[src/rtl/gray_count_monitor.sv]
// gray_count_monitor
//   Registers the Gray code produced by the free-running gray_counter,
//   decodes it to binary over a two-stage pipeline and checks that every new
//   value is a hold or a +1 step (mod 2^DATA_WIDTH). Illegal steps raise a
//   one-cycle step_err pulse, set err_sticky and bump a saturating err_count.
//
//   Optional feature macro: GRAY_MON_SYNC_EN
//     Adds a two-flop synchronizer ahead of stage 0 for a gray_in that comes
//     from another clock domain. Latency grows to 4 cycles and the FSM gains
//     two fill states.
//
//   Ports
//     clk         rising-edge clock, shared with gray_counter
//     reset       synchronous, active-high reset
//     gray_in     Gray code sampled every cycle
//     clr_err     synchronous clear of err_sticky / err_count
//     bin_out     decoded binary value (registered)
//     bin_valid   bin_out holds a decoded sample
//     step_err    one-cycle pulse, aligned with the offending bin_out
//     err_sticky  set on any step error, held until clr_err or reset
//     err_count   saturating count of step errors
//
//   State   | meaning
//   --------+-----------------------------------------------------------
//   EMPTY   | just out of reset, nothing valid in the pipeline
//   FILL1   | (sync build) first synchronizer flop holds a post-reset sample
//   FILL2   | (sync build) second synchronizer flop holds a post-reset sample
//   PRIMED  | g_q holds a valid sample; next edge loads the first bin_out
//   TRACK   | bin_out valid, every new value is step-checked

module gray_count_monitor #(
    parameter int DATA_WIDTH    = 4,
    parameter int ERR_CNT_WIDTH = 8
) (
    input  logic                     clk,
    input  logic                     reset,
    input  logic [DATA_WIDTH-1:0]    gray_in,
    input  logic                     clr_err,
    output logic [DATA_WIDTH-1:0]    bin_out,
    output logic                     bin_valid,
    output logic                     step_err,
    output logic                     err_sticky,
    output logic [ERR_CNT_WIDTH-1:0] err_count
);

`ifdef GRAY_MON_SYNC_EN
    typedef enum logic [2:0] {EMPTY, FILL1, FILL2, PRIMED, TRACK} state_t;
`else
    typedef enum logic [1:0] {EMPTY, PRIMED, TRACK} state_t;
`endif

    state_t                state;
    logic [DATA_WIDTH-1:0] g_q;
    logic [DATA_WIDTH-1:0] g_src;
    logic [DATA_WIDTH-1:0] b_next;
    logic [DATA_WIDTH-1:0] delta;
    logic                  bad_step;

`ifdef GRAY_MON_SYNC_EN
    logic [DATA_WIDTH-1:0] sync1;
    logic [DATA_WIDTH-1:0] sync2;

    always_ff @(posedge clk) begin
        if (reset) begin
            sync1 <= '0;
            sync2 <= '0;
        end else begin
            sync1 <= gray_in;
            sync2 <= sync1;
        end
    end

    assign g_src = sync2;
`else
    assign g_src = gray_in;
`endif

    function automatic logic [DATA_WIDTH-1:0] gray2bin(input logic [DATA_WIDTH-1:0] g);
        logic [DATA_WIDTH-1:0] b;
        b[DATA_WIDTH-1] = g[DATA_WIDTH-1];
        for (int i = DATA_WIDTH-2; i >= 0; i--) begin
            b[i] = b[i+1] ^ g[i];
        end
        return b;
    endfunction

    assign b_next = gray2bin(g_q);
    // Modular subtraction: wrap from all-ones to zero yields delta = 1.
    assign delta    = b_next - bin_out;
    assign bad_step = (state == TRACK) && (delta > DATA_WIDTH'(1));

    always_ff @(posedge clk) begin
        if (reset) begin
            state      <= EMPTY;
            g_q        <= '0;
            bin_out    <= '0;
            bin_valid  <= 1'b0;
            step_err   <= 1'b0;
            err_sticky <= 1'b0;
            err_count  <= '0;
        end else begin
            g_q      <= g_src;
            step_err <= 1'b0;

            case (state)
`ifdef GRAY_MON_SYNC_EN
                EMPTY:  state <= FILL1;
                FILL1:  state <= FILL2;
                FILL2:  state <= PRIMED;
`else
                EMPTY:  state <= PRIMED;
`endif
                PRIMED: begin
                    // First sample after reset is loaded without a step check.
                    bin_out   <= b_next;
                    bin_valid <= 1'b1;
                    state     <= TRACK;
                end
                TRACK: begin
                    bin_out  <= b_next;
                    step_err <= bad_step;
                end
                default: state <= EMPTY;
            endcase

            // An error arriving together with clr_err wins: the clear is
            // applied first, then the new error is counted.
            if (bad_step) begin
                err_sticky <= 1'b1;
                if (clr_err) begin
                    err_count <= ERR_CNT_WIDTH'(1);
                end else if (err_count != '1) begin
                    err_count <= err_count + ERR_CNT_WIDTH'(1);
                end
            end else if (clr_err) begin
                err_sticky <= 1'b0;
                err_count  <= '0;
            end
        end
    end

endmodule

[config.mk]
export PLATFORM = sky130hd
export DESIGN_NAME = gray_count_monitor
export DESIGN_NICKNAME = d
export VERILOG_FILES = /design/src/rtl/gray_count_monitor.sv
export SDC_FILE = /design/constraint.sdc
export NUM_CORES = 1
export LEC_CHECK = 0
export BUFFER_PORTS_ARGS = -buffer_cell sky130_fd_sc_hd__buf_4
export CELL_PAD_IN_SITES_DETAIL_PLACEMENT = 2
export CELL_PAD_IN_SITES_GLOBAL_PLACEMENT = 2
export CORE_MARGIN = 2
export CORE_UTILIZATION = 34
export DETAILED_ROUTE_END_ITERATION = 8
export PLACE_DENSITY_LB_ADDON = 0.25
export SETUP_SLACK_MARGIN = 0.5
export SYNTH_ARGS = -nofsm -noshare
export SYNTH_HDL_FRONTEND = slang
export SYNTH_SLANG_ARGS = --single-unit
[constraint.sdc]
create_clock -name clk -period 6.3 [get_ports clk]
set_clock_uncertainty 0.1 [all_clocks]
set_input_delay 0.945 -clock clk [delete_from_list [all_inputs] [get_ports clk]]
set_output_delay 0.945 -clock clk [all_outputs]
set_load 0.05 [all_outputs]
* Yosys cells after proc, flatten, opt, wreduce, memory -nomap -nowiden *
Cells that the tools add are included.

word-level totals
  register bits after elaboration = 21
  word-level logic and storage cells = 31
  input bits = 7

operators by class
  equal/unequal tests = 3
  muxes and demuxes = 7
  $lt $le $gt $ge = 1
  add/subtract/negate cells = 2
  reductions and logical operators = 7
  bitwise logic cells = 4

operators with widths
  kind                                                                   number
  8-bit two-way mux                                                      4
  8-bit by 1-bit adder with 8-bit output, second input constant          1
  8-bit inequality test, second input constant                           1
  2-bit one-hot mux with 3 select lines                                  1
  4-bit by 1-bit > comparator with 1-bit output, second input constant   1
  2-bit nonzero test                                                     2
  2-bit OR reduction                                                     2
  4-bit subtractor                                                       1
  1-bit bitwise XOR                                                      3
  2-bit by 1-bit equality test with 1-bit output, second input constant  1
  2-bit equality test, second input constant                             1
  2-bit zero test                                                        1
  1-bit two-way mux                                                      2
  2-bit AND reduction                                                    1
  1-bit logical AND                                                      1
  1-bit NOT                                                              1

* Depth between registers and ports, before layout *
  word-level depth = 8
  mapped depth = 11
  gate-level depth less buffers = 10

* Least setup slack after synthesis *
Ideal clock, no wire load.

  path type = register -> register
  start point = register g_q[3]
  end point = register err_count[2]
  cell stages (with the launch flop) = 12
  arrival time = 2.468 ns
  setup time = 0.095 ns
  path slack = 3.637 ns
  cells stage by stage = dfxtp_1 xnor2_1 xnor2_1 xnor2_1 ha_1 fa_1 xor2_1 nand2_1 o31ai_2 buf_4 nor3_2 a221oi_1

between the ends
  longest elaborated chain between the ends = 8
  elaborated cells on any way between the ends = 9
  classes of those cells = add/sub: 1; order compare: 1; mux: 1; bitwise: 3; reduce/logical: 3

RTL lines
  what                                             line  source
  start: declaration                               53    logic [DATA_WIDTH-1:0] g_q;
  start signal: assignment                         102   g_q <= g_src;
  1-bit bitwise XOR * (2 in a row)                 82    b[i] = b[i+1] ^ g[i];
  via b_next[1]                                    55    logic [DATA_WIDTH-1:0] b_next;
  1-bit bitwise XOR                                82
  4-bit subtractor *                               89    assign delta = b_next - bin_out;
  4-bit by 1-bit > comparator with 1-bit output *  90    assign bad_step = (state == TRACK) && (delta > DATA_WIDTH'(1));
  1-bit logical AND *                              90
  2-bit nonzero test (no line)                     -
  2-bit AND reduction (no line)                    -
  end signal: assignment                           133   err_count <= err_count + ERR_CNT_WIDTH'(1);
  end: declaration                                 43    output logic [ERR_CNT_WIDTH-1:0] err_count

The timed path passes the listed nets; every way through them passes the cells marked *.
A chain may end at the register's enable or synchronous reset.

* Worst setup path in the final report *
Same ends and word-level chain as after synthesis.

==> impl_metrics.toml <==
[sta]
rsz0062_at_grt = "false"
hold_ws_ns = 0.389
period_share_pct = 50.7
period_needed_ns = 3.19
hold_viol = 0
maxSlewViolCount = 0
setup_viol = 0
setup-tns-final_ns = 0
slew_headroom_pct = 47.8
worst_pin_slew_ns = 0.779
fmax_mhz = 313

[logic_synthesis]
synth.top_cell.area_share_pct = 40.7
netlist_area_um2 = 1030
ys_async_sr_fraction_pct = 0
synth_cell_types = 34
syn_inst = 112
yosys_most_used_dff = "dfxtp_1"
synth_area_per_cell_um2 = 9.23
synthTopCellsByCount = "dfxtp_1, nor2_1, a21oi_1, ha_1, inv_1"
synth_largest_area_cell = "dfxtp_1"
synth_edf_count = 0
netlist_top_cells_area = "dfxtp_1, ha_1, a21oi_1, nor2_1, mux2i_1"
synth.most_common_cell = "dfxtp_1"
syn_nets = 128
synth-seq-cells = 21
synth_seq_area_share_pct = 40.7
yosys_warnings = 0

[drt]
drc = 0
dr.pass1.iters = 3
drt_iter0_markers = 17
ant_nets = 0
via_per_inst = 5.23
drt_wl_total_mm = 2.43
wl_per_cell_um = 14.6
num_vias = 868

[min_path]
hp-class = "register to register"

[floorplanning]
rows = 20
die_area_um2 = 3500
die_h_um = 59.1
initial_utilization_pct = 34.7
core_area_um2 = 2980
ioPinCount = 22
fp.dieW_um = 59.1

[setup_path]
cp.required_ns = 6.43
crit_arrival_ns = 3.32
critical_path.slowest_cell = "o31ai_2"
max_stage_delay_ns = 0.71
path_common_cell = "xnor2_1"
end_kind = "register"
worst-setup-path-type = "register to register"
crit_chain = "xnor2_1 -> xnor2_1 -> xnor2_1 -> ha_1 -> fa_1 -> xor2_1 -> nand2_1 -> o31ai_2 -> nor3_2 -> a221oi_1"
crit_fanout = 11
critPathLaunchType = "register"

[layout]
nets = 150
synthToLayoutAreaGrowth_pct = 20.1
diodes = 0
final_core_util_pct = 41.7
fillCellCount = 347
layout-drive-gt1-share_pct = 24.1

[grt]
antenna_found_initial = 0
grt_use_total_pct = 15.3
grt_max_degree = 16
grt_pass1_vias = 878
grt_first_pass_wirelength_mm = 4.07
gr-total-overflow = 0

[status]
status = "completed"

[clock_network]
postCtsSetupBuffers = 0
htreeDepth = 1
cts_tree = "built"
cts_buffers = 3
clk_pin_slew_ns = 0.13
cts_buffer_depth = 2
cts-root-buf = "clkbuf_4"
ctsHoldBuffers = 0
cts_sinks = 21
insertion_delay_ns = 0.31
cts.repair.resized = 0

[power]
ir_worst_vdd_mv = 0.115
p_leak_uw = 0.000502
powerDensity_nw_per_um2 = 263

[job]
maxCapViolCount = 0

[placement]
hpwlAfterDp_mm = 1.88
port_buffers = 21
gp_congestion = 0.684
-- layout make-up --
type	count	area, um2	area share [%]
clock buffers	3	22.5	1.81
well taps	33	41.3	3.33
repair buffers	21	158	12.7
flip-flops and latches	21	420	33.9
clock inverters	1	5.00	0.403
multi-input cells	80	568	45.8
inverters	7	26.3	2.12
-- worst paths after layout --
kind / start / endpoint / slack, ns / cells past startpoint
hold / removal: bin_valid / bin_valid / 0.39 / 2
setup reg to reg: g_q[3] / err_count[2] / 3.11 / 10
setup / recovery: g_q[3] / err_count[2] / 3.11 / 10
hold reg to reg: bin_valid / bin_valid / 0.39 / 2
-- layer usage --
metal / GRT usage, % / up-vias / wire, um
met2: 24.8 / 13 / 1210
met3: 2.40 / 2 / 64
li1: - / 430 / -
met1: 20.6 / 423 / 1130
met4: 5.84 / 0 / 19
met5: 0 / - / 0
-- where the power goes --
group / internal, uW / total [uW] / switching [uW]
Clock: 23.6 / 67.1 / 43.4
Combinational: 39.3 / 107 / 68.2
Sequential: 143 / 152 / 8.93
Total: 206 / 327 / 121
-- layout by cell type, fill, tap and decap left out, types with 4 or more instances in the layout --
cell type  Yosys  final
dfxtp_1       21     21
buf_4          1     21
nor2_1        12     12
a21oi_1        9      9
ha_1           8      8
inv_1          7      7
nor2b_1        5      5
xnor2_1        4      4
nor3_1         4      4
mux2i_1        4      4
o21ai_0        4      4
-- critical path: cells and delay by family (launching register included) --
| kind | cells | cell delay, ns |
|---|---|---|
| AOI/OAI and AO/OA | 2 | 1.00 |
| adders and majority gates | 2 | 0.61 |
| DFF | 1 | 0.36 |
| xor gates and xnor gates | 4 | 0.85 |
| and+or+nand+nor | 2 | 0.20 |
-- flip-flops by register name (all words and copies together), names as in the netlist --
signal      cells
bin_out         4
bin_valid       1
err_count       8
err_sticky      1
g_q             4
state           2
step_err        1
-- cell families (layout without fill, tap and decap cells) --
kind of cell | Yosys count | in the layout | share of synthesized area [%]
AOI/OAI and AO/OA | 21 | 21 | 13.2
and+or+nand+nor | 41 | 41 | 22.0
DFF | 21 | 21 | 40.7
muxes | 4 | 4 | 3.87
xor gates and xnor gates | 5 | 5 | 4.24
adders and majority gates | 9 | 9 | 11.6
buffers and inverters | 11 | 32 | 4.36
-- metrics by stage --
step	cell area (um2)	cells	total power [uW]	worst slack, ns
after floorplan	1030	112	235	3.64
after global placement	1210	162	260	3.27
after detailed placement	1210	162	264	3.14
after CTS	1240	166	332	3.11
after global routing	1240	166	349	2.77
final	1240	166	327	3.11
Power figures use the tool's default switching activity.
